==> config.mk <==
export PLATFORM = sky130hd
export DESIGN_NAME = board_state_ctrl_flat
export DESIGN_NICKNAME = d
export VERILOG_FILES = /design/src/rtl/board_state_ctrl_if.sv /design/src/rtl/board_state_ctrl.sv /design/src/flat_wrapper.sv
export SDC_FILE = /design/constraint.sdc
export NUM_CORES = 1
export LEC_CHECK = 0
export ABC_CLOCK_PERIOD_IN_PS = 2600
export CAP_MARGIN = 30
export CORE_ASPECT_RATIO = 0.75
export CORE_MARGIN = 2
export CORE_UTILIZATION = 40
export CTS_BUF_LIST = sky130_fd_sc_hd__clkbuf_8
export CTS_CLUSTER_SIZE = 20
export DETAILED_ROUTE_END_ITERATION = 6
export PLACE_DENSITY = 0.67
export SYNTH_ARGS = -nofsm -noshare
export SYNTH_HDL_FRONTEND = slang
export SYNTH_SLANG_ARGS = --single-unit
export TNS_END_PERCENT = 5
==> constraint.sdc <==
create_clock -name ClkPort -period 2.6 [get_ports ClkPort]
set_input_delay 0.39 -clock ClkPort [delete_from_list [all_inputs] [get_ports ClkPort]]
set_output_delay 0.39 -clock ClkPort [all_outputs]
set_load 0.02 [all_outputs]
==> src/rtl/board_state_ctrl_if.sv <==
// Button, display-read and status bundle for the chess board-state controller.
// Pure wiring: no storage and no added latency.
// Backpressure: none; the pulses are one-cycle strobes and the read port is free-running.
interface board_state_ctrl_if #(
  parameter int ROW_BITS = 3,
  parameter int COL_BITS = 3
);
  logic                         BtnU_pulse;
  logic                         BtnD_pulse;
  logic                         BtnL_pulse;
  logic                         BtnR_pulse;
  logic                         BtnC_pulse;
  logic [ROW_BITS+COL_BITS-1:0] rd_addr;
  logic [3:0]                   rd_data;
  logic [ROW_BITS-1:0]          cursor_row;
  logic [COL_BITS-1:0]          cursor_col;
  logic                         sel_valid;
  logic [ROW_BITS-1:0]          sel_row;
  logic [COL_BITS-1:0]          sel_col;
  logic                         turn;
  logic                         move_done;

  // Producer side: debouncers plus the renderer's read address.
  modport master (
    output BtnU_pulse, BtnD_pulse, BtnL_pulse, BtnR_pulse, BtnC_pulse, rd_addr,
    input  rd_data, cursor_row, cursor_col, sel_valid, sel_row, sel_col, turn, move_done
  );

  // Controller side.
  modport slave (
    input  BtnU_pulse, BtnD_pulse, BtnL_pulse, BtnR_pulse, BtnC_pulse, rd_addr,
    output rd_data, cursor_row, cursor_col, sel_valid, sel_row, sel_col, turn, move_done
  );
endinterface

==> src/rtl/board_state_ctrl.sv <==
// Chess board register array with cursor, select-then-place moves and turn alternation.
// Latency: rd_data 1 cycle; a move lands on the destination 1 edge and clears the source 2 edges after C.
// Backpressure: none; buttons are simply ignored while a move is being written. CURSOR_WRAP_EN selects wrap vs saturate.
module board_state_ctrl #(
  parameter int ROW_BITS = 3,
  parameter int COL_BITS = 3
) (
  input logic            ClkPort,
  input logic            Reset,
  board_state_ctrl_if.slave bus
);
  localparam int ADDR_W  = ROW_BITS + COL_BITS;
  localparam int ROWS    = 1 << ROW_BITS;
  localparam int COLS    = 1 << COL_BITS;
  localparam int SQUARES = 1 << ADDR_W;

  localparam logic [ROW_BITS-1:0] ROW_MAX   = ROW_BITS'(ROWS - 1);
  localparam logic [COL_BITS-1:0] COL_MAX   = COL_BITS'(COLS - 1);
  localparam logic [ROW_BITS-1:0] ROW_START = ROW_BITS'(ROWS - 2);
  localparam logic [COL_BITS-1:0] COL_START = COL_BITS'(COLS / 2);

  typedef enum logic [1:0] {IDLE, HELD, WR_DST, WR_SRC} state_t;

  state_t              state, stateNext;
  logic [3:0]          board [SQUARES];
  logic [3:0]          rdData;
  logic [ROW_BITS-1:0] cursorRow, rowNext, selRow, dstRow;
  logic [COL_BITS-1:0] cursorCol, colNext, selCol, dstCol;
  logic                turnQ, moveDone;
  logic                btnEn, cFire, ownSq, onHeld, capSel, latchDst;
  logic [3:0]          curSq;

  // Opening layout: back ranks repeat R,N,B,Q,K,B,N,R every 8 columns; black on top.
  function automatic logic [3:0] initSquare(input logic [ROW_BITS-1:0] r, input logic [2:0] c3);
    logic [2:0] backPiece;
    logic [3:0] sq;
    case (c3)
      3'd0, 3'd7: backPiece = 3'b100;
      3'd1, 3'd6: backPiece = 3'b010;
      3'd2, 3'd5: backPiece = 3'b011;
      3'd3:       backPiece = 3'b101;
      default:    backPiece = 3'b110;
    endcase
    if (r == '0)                        sq = {1'b1, backPiece};
    else if (r == ROW_BITS'(1))         sq = 4'b1001;
    else if (r == ROW_START)            sq = 4'b0001;
    else if (r == ROW_MAX)              sq = {1'b0, backPiece};
    else                                sq = 4'b0000;
    return sq;
  endfunction

  assign btnEn  = (state == IDLE) || (state == HELD);
  assign cFire  = btnEn && bus.BtnC_pulse;
  assign curSq  = board[{cursorRow, cursorCol}];
  assign ownSq  = (curSq[2:0] != 3'b000) && (curSq[3] == turnQ);
  assign onHeld = (cursorRow == selRow) && (cursorCol == selCol);

  // FSM state register.
  always_ff @(posedge ClkPort or negedge Reset) begin
    if (!Reset) state <= IDLE;
    else        state <= stateNext;
  end

  // Next state plus selection/destination capture strobes; C uses the pre-move cursor.
  always_comb begin
    stateNext = state;
    capSel    = 1'b0;
    latchDst  = 1'b0;
    case (state)
      IDLE: if (cFire && ownSq) begin
        capSel    = 1'b1;
        stateNext = HELD;
      end
      HELD: if (cFire) begin
        if (onHeld) begin
          stateNext = IDLE;
        end else if (ownSq) begin
          capSel = 1'b1;
        end else begin
          latchDst  = 1'b1;
          stateNext = WR_DST;
        end
      end
      WR_DST:  stateNext = WR_SRC;
      WR_SRC:  stateNext = IDLE;
      default: stateNext = IDLE;
    endcase
  end

  // Cursor step: one direction per cycle with U > D > L > R priority.
  always_comb begin
    rowNext = cursorRow;
    colNext = cursorCol;
    if (btnEn) begin
`ifdef CURSOR_WRAP_EN
      if (bus.BtnU_pulse)      rowNext = cursorRow - ROW_BITS'(1);
      else if (bus.BtnD_pulse) rowNext = cursorRow + ROW_BITS'(1);
      else if (bus.BtnL_pulse) colNext = cursorCol - COL_BITS'(1);
      else if (bus.BtnR_pulse) colNext = cursorCol + COL_BITS'(1);
`else
      if (bus.BtnU_pulse) begin
        if (cursorRow != '0) rowNext = cursorRow - ROW_BITS'(1);
      end else if (bus.BtnD_pulse) begin
        if (cursorRow != ROW_MAX) rowNext = cursorRow + ROW_BITS'(1);
      end else if (bus.BtnL_pulse) begin
        if (cursorCol != '0) colNext = cursorCol - COL_BITS'(1);
      end else if (bus.BtnR_pulse) begin
        if (cursorCol != COL_MAX) colNext = cursorCol + COL_BITS'(1);
      end
`endif
    end
  end

  // Cursor, selection, destination, turn and move-done pulse registers.
  always_ff @(posedge ClkPort or negedge Reset) begin
    if (!Reset) begin
      cursorRow <= ROW_START;
      cursorCol <= COL_START;
      selRow    <= '0;
      selCol    <= '0;
      dstRow    <= '0;
      dstCol    <= '0;
      turnQ     <= 1'b0;
      moveDone  <= 1'b0;
    end else begin
      cursorRow <= rowNext;
      cursorCol <= colNext;
      if (capSel) begin
        selRow <= cursorRow;
        selCol <= cursorCol;
      end
      if (latchDst) begin
        dstRow <= cursorRow;
        dstCol <= cursorCol;
      end
      if (state == WR_SRC) turnQ <= ~turnQ;
      moveDone <= (state == WR_SRC);
    end
  end

  // Board storage: reset reloads the opening so a half-written move is discarded.
  always_ff @(posedge ClkPort or negedge Reset) begin
    if (!Reset) begin
      for (int i = 0; i < SQUARES; i++) begin
        board[i] <= initSquare(ROW_BITS'(i >> COL_BITS), 3'(i));
      end
    end else if (state == WR_DST) begin
      board[{dstRow, dstCol}] <= board[{selRow, selCol}];
    end else if (state == WR_SRC) begin
      board[{selRow, selCol}] <= 4'b0000;
    end
  end

  // Renderer read port; samples pre-edge contents, so same-edge writes show up a cycle later.
  always_ff @(posedge ClkPort or negedge Reset) begin
    if (!Reset) rdData <= 4'b0000;
    else        rdData <= board[bus.rd_addr];
  end

  assign bus.rd_data    = rdData;
  assign bus.cursor_row = cursorRow;
  assign bus.cursor_col = cursorCol;
  assign bus.sel_valid  = (state != IDLE);
  assign bus.sel_row    = selRow;
  assign bus.sel_col    = selCol;
  assign bus.turn       = turnQ;
  assign bus.move_done  = moveDone;
endmodule

==> src/flat_wrapper.sv <==
// flat-port wrapper written by rule: the top's interface ports become plain ports
module board_state_ctrl_flat 
#(
  parameter int ROW_BITS = 3,
  parameter int COL_BITS = 3
)
  (ClkPort, Reset, bus_BtnU_pulse, bus_BtnD_pulse, bus_BtnL_pulse, bus_BtnR_pulse, bus_BtnC_pulse, bus_rd_addr, bus_rd_data, bus_cursor_row, bus_cursor_col, bus_sel_valid, bus_sel_row, bus_sel_col, bus_turn, bus_move_done);
  board_state_ctrl_if #(.ROW_BITS(ROW_BITS), .COL_BITS(COL_BITS)) bus_i ();
  input logic ClkPort;
  input logic Reset;
  input wire logic [$bits(bus_i.BtnU_pulse)-1:0] bus_BtnU_pulse;
  input wire logic [$bits(bus_i.BtnD_pulse)-1:0] bus_BtnD_pulse;
  input wire logic [$bits(bus_i.BtnL_pulse)-1:0] bus_BtnL_pulse;
  input wire logic [$bits(bus_i.BtnR_pulse)-1:0] bus_BtnR_pulse;
  input wire logic [$bits(bus_i.BtnC_pulse)-1:0] bus_BtnC_pulse;
  input wire logic [$bits(bus_i.rd_addr)-1:0] bus_rd_addr;
  output wire logic [$bits(bus_i.rd_data)-1:0] bus_rd_data;
  output wire logic [$bits(bus_i.cursor_row)-1:0] bus_cursor_row;
  output wire logic [$bits(bus_i.cursor_col)-1:0] bus_cursor_col;
  output wire logic [$bits(bus_i.sel_valid)-1:0] bus_sel_valid;
  output wire logic [$bits(bus_i.sel_row)-1:0] bus_sel_row;
  output wire logic [$bits(bus_i.sel_col)-1:0] bus_sel_col;
  output wire logic [$bits(bus_i.turn)-1:0] bus_turn;
  output wire logic [$bits(bus_i.move_done)-1:0] bus_move_done;
  assign bus_i.BtnU_pulse = bus_BtnU_pulse;
  assign bus_i.BtnD_pulse = bus_BtnD_pulse;
  assign bus_i.BtnL_pulse = bus_BtnL_pulse;
  assign bus_i.BtnR_pulse = bus_BtnR_pulse;
  assign bus_i.BtnC_pulse = bus_BtnC_pulse;
  assign bus_i.rd_addr = bus_rd_addr;
  assign bus_rd_data = bus_i.rd_data;
  assign bus_cursor_row = bus_i.cursor_row;
  assign bus_cursor_col = bus_i.cursor_col;
  assign bus_sel_valid = bus_i.sel_valid;
  assign bus_sel_row = bus_i.sel_row;
  assign bus_sel_col = bus_i.sel_col;
  assign bus_turn = bus_i.turn;
  assign bus_move_done = bus_i.move_done;
  board_state_ctrl #(.ROW_BITS(ROW_BITS), .COL_BITS(COL_BITS)) u_core (.ClkPort(ClkPort), .Reset(Reset), .bus(bus_i));
endmodule
==> out/qor.yml, run 1 <==
status: "complete, but fails checks"
violations: "setup timing"
fmax_ghz: 0.337
hold_class: "in -> async"
cts_tree: "yes"
vias_per_cell: 6.71
ios: 32
fin_nets: 1992
synthArstFlopShare_pct: 100
grt_pass1_vias: 16564
clk_latency_ps: 620
die_w_microns: 238
die_h_microns: 179
p_int_uw: 9600
relSlewSlack_pct: 39.9
fin_skew_ps: 23.1
ir_drop_v: 0.000579
final.period_utilization_pct: 114
via_count: 17083
syn_inst: 1599
rr_worst_depth: 9
ys_ff_latch: 282
cts_sinks: 282
grt_usage_pct: 35.6
path_max_fanout: 6
drt-total-wl_microns: 75300
critPathLaunchType: "flip-flop"
drive_gt1_share_pct: 37.1
cts_buffers: 47
coreArea_sq_um: 40600
drt_iter0_markers: 2801
grt_setup_unrepaired: "yes"
yosysSeqAreaShare_pct: 43.6
wl_per_cell_microns: 29.6
r2r_slack_ps: -370
r2r_end: "u_core.bus.sel_col[1]$_DFFE_PN0P_"
fin_ws_ps: -367
yosysWarnings: 0
finalPower_uw: 16400
syn_area_sq_um: 16400
grt_pass1_wl_microns: 111000
required_ps: 3080
cts_root_buf: "clkbuf_8"
drv_slew: 0
tightest_slew_ps: 900
max-clock-path-buffers: 3
timing.rr.start: "u_core.bus.cursor_col[1]$_DFFE_PN0P_"
antenna_left: 0
p_leak_uw: 0.00919
syn_area_per_cell_sq_um: 10.2
worst-setup-path-type: "reg -> reg"
seqPwrFrac_pct: 31.1
switchingPower_uw: 6840
synthDistinctLibCells: 64
first_pass_iters: 7
synthFlopType: "dfrtp_1"
yosysTopAreaCell: "dfrtp_1"
row_count: 64
pwr-share-clk_pct: 24.5
endpoint_kind: "flip-flop"
start_util_pct: 40.3
power_frac_comb_pct: 44.4
netlist.area_leader.share_pct: 34.1
gr-total-overflow: 0
setup_tns_ps: -47370
cap_violations: 0
antenna_found_initial: 4
switching_share_pct: 41.6
synth.top_cells.by_area: "dfrtp_1 (34%), mux4_2 (13%), dfstp_2 (9.5%)"
dp_hpwl_microns: 54300
drcViolationCount: 0
worstPathArrival_ps: 3450
area_growth_pct: 33.5
p_per_area_nw_per_um2: 752
synth_edf_count: 0
io_buffers: 31
gp_congestion: 1.04
grt_start_max_net_pins: 73
setup_viol: 269
fin_crit_ps: 2970
h-tree-depth: 2
synth_fp_nets: 1614
die-area_sq_um: 42600
hold_viol: 0
clk_pin_slew_worst_paths_ps: 70
-- synth_stat cells (7+ instances only) --
cell type and count:
dfstp_2 59, nand2_1 267, o21ai_0 231, mux2i_1 17, clkbuf_1 79, nor2b_1 8
nor3_1 40, nor4b_1 10, buf_2 19, mux4_2 98, a22oi_1 131, nand4_1 33
nand2b_1 7, dfrtp_1 223, or3_1 8, nand3_1 8, nor2_1 72, xnor2_1 8
nor3b_1 7, a211oi_1 12, buf_1 10, a21oi_1 16, nor4_1 26, a22o_1 112
-- how the worst max path moves through the flow --
stage                                               startpoint                                end  slack, ps  depth (start not counted)
after global placement    u_core.bus.cursor_col[0]$_DFFE_PN0P_       u_core.dstCol[2]$_DFFE_PN0P_       -540                         12
after global routing      u_core.bus.cursor_col[1]$_DFFE_PN0P_  u_core.bus.sel_col[1]$_DFFE_PN0P_       -410                          9
after floorplan           u_core.bus.cursor_col[0]$_DFFE_PN0P_  u_core.bus.sel_row[1]$_DFFE_PN0P_       -140                          8
final                     u_core.bus.cursor_col[1]$_DFFE_PN0P_  u_core.bus.sel_col[1]$_DFFE_PN0P_       -370                          9
after CTS                 u_core.bus.cursor_col[1]$_DFFE_PN0P_  u_core.bus.sel_col[1]$_DFFE_PN0P_       -330                         10
after detailed placement  u_core.bus.cursor_col[0]$_DFFE_PN0P_       u_core.dstCol[1]$_DFFE_PN0P_       -660                         12
-- cell usage in the layout, fill, tap and decap left out, types with 4 or more instances in the layout --
cell type        netlist  routed
mux2i_1               17      17
buf_6                  4      16
nor3b_1                7       4
o21ai_0              231     181
nand4_1               33      33
a21oi_1               16      13
nor3_2                 0       4
or2_2                  5       5
nand3_1                8       8
clkinv_2               0      12
nor3_1                40      36
diode_2                0       4
a211oi_2               0       4
clkdlybuf4s50_1        0      26
nor2b_1                8       8
a22o_1               112     112
or4_4                  0       4
dfrtp_1              223     217
dfstp_2               59      59
inv_1                  6      19
or3_1                  8       8
buf_12                 1      37
nor4b_1               10       5
nor2_1                72      70
clkbuf_8               0      59
a22oi_2                0      20
nand2b_1               7       6
buf_4                  5     360
nor4_1                26      15
mux2_4                 6      11
dfrtp_2                0       6
nor4_2                 1       9
xnor2_1                8       8
nand2_1              267     267
a22oi_1              131     111
and2_1                 6       6
o21ai_1                0      50
o22ai_1                6       6
mux4_2                98      98
a211oi_1              12       8
-- area by class of cell --
type,instances,area (sq um)
sequential,282,7140
inverter,8,32.5
timing repair buffer,447,3990
antenna,4,10.0
multi-input combinational,1191,9090
clock buffer,59,812
clock inverter,26,118
fill,3566,18700
tap,528,661
-- registers in the layout, summed over array words and instances, names as in the netlist, named ones only --
name	flops
u_core.dstRow	3
u_core.bus.turn	1
u_core.bus.cursor_row	3
u_core.bus.move_done	1
u_core.state	1
u_core.dstCol	3
u_core.bus.rd_data	4
u_core.bus.sel_col	3
u_core.bus.sel_row	3
u_core.board	256
u_core.bus.cursor_col	3
-- timing repair --
item | CTS | global route
gates resized for setup | 44 | 103
hold buffers | 1 | 0
buffers inserted | 4 | 1
endpoints found under the hold margin | 46 | 0
pin swaps | 11 | 32
cloned | 1 | 0
setup endpoints to repair | 270 | 271
-- cell families (layout without fill, tap and decap cells) --
| kind of cell | after synthesis | in the layout | share of synthesized area [%] |
|---|---|---|---|
| adder cells (fa/ha/maj) | 2 | 2 | 0.245 |
| flip-flops | 282 | 282 | 43.6 |
| AND/OR/NAND/NOR | 518 | 518 | 14.7 |
| other | 0 | 4 | 0 |
| AO/OA/AOI/OAI | 530 | 530 | 21.7 |
| XOR/XNOR | 11 | 11 | 0.589 |
| buffers and inverters | 126 | 540 | 3.45 |
| multiplexers | 130 | 130 | 15.8 |
-- critical path: stages (launching register included) --
cell and delay, ps:
dfrtp_2 480, buf_12 170, inv_2 60, mux4_2 510, a2bb2oi_2 190, and3_4 170, a311oi_2 320, o22ai_2 170
a2111o_4 440, mux2_4 320
-- per-layer routing --
layer | share of wire [%] | wire, microns | track usage [%]
met2 | 41 | 30600 | 52.0
met5 | 0.13 | 96 | 0
met3 | 15 | 11600 | 13.4
met1 | 38 | 28700 | 47.4
met4 | 5.7 | 4280 | 15.4
-- power groups by stage --
stage,Sequential [uW],Combinational (uW),Clock [uW]
after CTS,5050,6820,4060
after global routing,5100,7460,4290
after floorplan,4970,3100,0
after global placement,5110,6360,0
after detailed placement,5110,6430,0
final,5110,7300,4030
-- metrics by stage --
stage	utilization [%]	hold WS (ps)	cells	cell area [sq um]	setup WS, ps
after floorplan	-	94.4	1599	16400	-143
after global placement	50.2	443	2449	20400	-545
after detailed placement	50.2	451	2449	20400	-656
after CTS	53.2	410	2540	21600	-332
after global routing	53.8	443	2541	21800	-411
final	53.8	397	2545	21900	-367
(Power assumes the default switching activity.)
==> run 2: changes to the inputs <==
--- a/config.mk
+++ b/config.mk
@@ -5,7 +5,8 @@
 export SDC_FILE = /design/constraint.sdc
 export NUM_CORES = 1
 export LEC_CHECK = 0
-export ABC_CLOCK_PERIOD_IN_PS = 2600
+export ABC_AREA = 1
+export ABC_CLOCK_PERIOD_IN_PS = 2800
 export CAP_MARGIN = 30
 export CORE_ASPECT_RATIO = 0.75
 export CORE_MARGIN = 2
@@ -13,7 +14,7 @@
 export CTS_BUF_LIST = sky130_fd_sc_hd__clkbuf_8
 export CTS_CLUSTER_SIZE = 20
 export DETAILED_ROUTE_END_ITERATION = 6
-export PLACE_DENSITY = 0.67
+export PLACE_DENSITY = 0.65
 export SYNTH_ARGS = -nofsm -noshare
 export SYNTH_HDL_FRONTEND = slang
 export SYNTH_SLANG_ARGS = --single-unit
==> constraint.sdc (replaced) <==
create_clock -name ClkPort -period 2.8 [get_ports ClkPort]
set_input_delay 0.42 -clock ClkPort [delete_from_list [all_inputs] [get_ports ClkPort]]
set_output_delay 0.42 -clock ClkPort [all_outputs]
set_load 0.02 [all_outputs]
==> run 2 against run 1 <==
Against the previous run: the flow now finishes without violations; routed wire length is 13% higher; global-route usage shrank 0.63 points; synthesized cell count up 78%; clock power about the same; critical path depth is 3 higher; register-to-register slack better by 450 ps; sequential share of layout area increased by 0.95 points.
==> out/qor.yml, run 2 <==
gr-total-overflow: 0
largest_reg_flops: 256
synth_top_family_by_area: "simple AND/OR/NAND/NOR gates"
p_per_area_nw_per_um2: 727
fin_skew_ps: 30.0
row_count: 68
r2r_slack_ps: 90
fin_nets: 2900
cap_violations: 0
endpoint_kind: "flip-flop"
layoutNonFillerInstCount: 3556
synth.top_cells.by_area: "dfrtp_1 (30%), nand2_1 (24%), o21ai_0 (9.0%)"
synthArstFlopShare_pct: 100
syn_area_per_cell_sq_um: 6.59
final_cell_area_sq_um: 21200
synth_edf_count: 0
die_h_microns: 192
status: "finished clean"
regArea_sq_um: 7140
yosysWarnings: 0
worst-setup-path-type: "reg -> reg"
yosys-top-cells-count: "nand2_1 (1212), o21ai_0 (338), dfrtp_1 (223)"
timing.hold.ws_ps: 356
die_w_microns: 254
final_common_cell: "nand2_1"
antenna_found_initial: 2
yosysMostFrequentCell: "nand2_1"
yosysSeqAreaShare_pct: 38.0
io_buffers: 31
netlist.area_leader.share_pct: 29.7
synth_adder_area_share_pct: 0.213
hold_viol: 0
r2r_end: "u_core.board[129]$_DFFE_PN0P_"
antenna_left: 0
start_util_pct: 40.6
drv_slew: 0
cts_root_buf: "clkbuf_8"
yosysTopAreaCell: "dfrtp_1"
wl_per_cell_microns: 24.0
path_max_fanout: 51
required_ps: 3300
dp.cells: 3462
via_count: 21140
synth_compound_area_share_pct: 18.8
final_cell_mix: "nand2_1 (1211), o21ai_0 (335), dfrtp_1 (221)"
first_pass_iters: 7
drive_gt1_share_pct: 10.5
p_leak_uw: 0.00995
drcViolationCount: 0
grt_pass1_vias: 19483
fin_crit_ps: 2710
synthFlopType: "dfrtp_1"
max-clock-path-buffers: 3
synthSimpleGateAreaFrac_pct: 33.5
cts_tree: "yes"
grt_pass1_wl_microns: 127000
cts_sinks: 282
place_area_sq_um: 20100
setup_viol: 0
worstPathArrival_ps: 3220
die-area_sq_um: 48700
syn_inst: 2847
dp_hpwl_microns: 58100
nFillCells: 4724
drt_iter0_markers: 3242
tightest_slew_ps: 838
pre_cts_ws_ps: -58.9
fin_ws_ps: 85.5
rr_worst_depth: 12
synthDistinctLibCells: 51
synth_fp_nets: 2862
synth.area.mux_share_pct: 0
clk_pin_slew_worst_paths_ps: 80
multiInputGateArea_sq_um: 10000
ir_drop_v: 0.000401
ys_ff_latch: 282
syn_area_sq_um: 18800
relSlewSlack_pct: 44.1
grt_usage_pct: 35.0
coreArea_sq_um: 46200
grt_start_max_net_pins: 85
cts_buffers: 48
vias_per_cell: 5.94
synth-xor-area-share_pct: 0.467
timing.rr.start: "u_core.bus.sel_col[0]$_DFFE_PN0P_"
critPathLaunchType: "flip-flop"
hold_class: "in -> async"
ios: 32
clk_latency_ps: 640
final.period_utilization_pct: 96.9
setup_tns_ps: 0
grt_setup_unrepaired: "no"
gp_congestion: 1.02
area_growth_pct: 13.1
drt-total-wl_microns: 85300
h-tree-depth: 2
fmax_ghz: 0.368
largest-register: "u_core.board"
==> run 2: cell count changes after synthesis, sizes merged, moves of 26 or more <==
cell and delta:
buf +42, a21oi +77, nand2 +946, inv +187, a22oi -110, o22ai +40
nor4 -26, nor2 +135, a221oi +39, nand3 +115, o21ai +117, mux4 -99
a22o -111
==> run 2: how the worst max path moves through the flow <==
stage / startpoint / to / slack (ps) / cells past startpoint
finish: u_core.bus.sel_col[0]$_DFFE_PN0P_ / u_core.board[129]$_DFFE_PN0P_ / 90 / 12
global route: u_core.state[0]$_DFFE_PN0P_ / u_core.board[54]$_DFFE_PN0P_ / 2 / 9
CTS: u_core.bus.sel_col[0]$_DFFE_PN0P_ / u_core.board[129]$_DFFE_PN0P_ / 20 / 12
detailed placement: u_core.bus.sel_col[2]$_DFFE_PN0P_ / u_core.board[140]$_DFFE_PN0P_ / -60 / 12
global placement: u_core.bus.sel_col[2]$_DFFE_PN0P_ / u_core.board[4]$_DFFE_PN0P_ / -70 / 12
floorplan: u_core.bus.sel_col[0]$_DFFE_PN0P_ / u_core.board[102]$_DFFE_PN0P_ / 620 / 13
==> run 2: worst max-delay path: stages (launching register included) <==
cell,delay (ps)
dfrtp_2,420
buf_4,190
inv_1,100
nand3_2,130
inv_2,200
a22o_1,240
a211oi_2,230
nand4_1,290
nand2_1,210
nand4_4,140
buf_12,250
nand2_1,110
nand2_1,60
==> run 2: final cells by class <==
class,instances,share of cell area (%)
Clock inverter,30,0.925
Inverter,198,3.55
Multi-Input combinational cell,2205,47.1
Tap cell,630,3.71
Sequential cell,282,33.6
Timing Repair Buffer,150,7.18
Clock buffer,60,3.89
Antenna cell,1,0.0118
==> run 2: cell families after synthesis <==
group	Yosys count
buffers and inverters	360
adder cells (fa/ha/maj)	2
AO/OA/AOI/OAI	609
XOR/XNOR	10
AND/OR/NAND/NOR	1584
flip-flops	282
==> run 2: metal layers <==
layer	global-route usage (%)	wire length, microns	vias to the layer above
met2	47.5	33100	1618
met3	11.8	13000	274
li1	-	-	9377
met5	0	18	-
met4	15.2	4060	4
met1	49.9	35100	9867
==> run 2: stage by stage <==
stage	util [%]	power [uW]
final	46.0	15400
after global routing	45.9	16100
after global placement	43.5	11000
after detailed placement	43.5	11100
after CTS	45.8	15100
after floorplan	-	8230
==> run 2: where the power goes <==
group / total (uW) / switching (uW) / leakage, uW / internal, uW
sequential: 4530 / 274 / 0.00369 / 4260
clock: 4050 / 1920 / 0.000568 / 2130
combinational: 6850 / 4920 / 0.00569 / 1940
==> run 2: timing repair <==
item / 4_1_cts / 5_1_grt
hold buffers: 1 / 0
endpoints found under the hold margin: 59 / 0
setup buffers: 0 / 2
pin swaps: 0 / 1
gates resized for setup: 2 / 13
endpoints found under the setup margin: 42 / 170
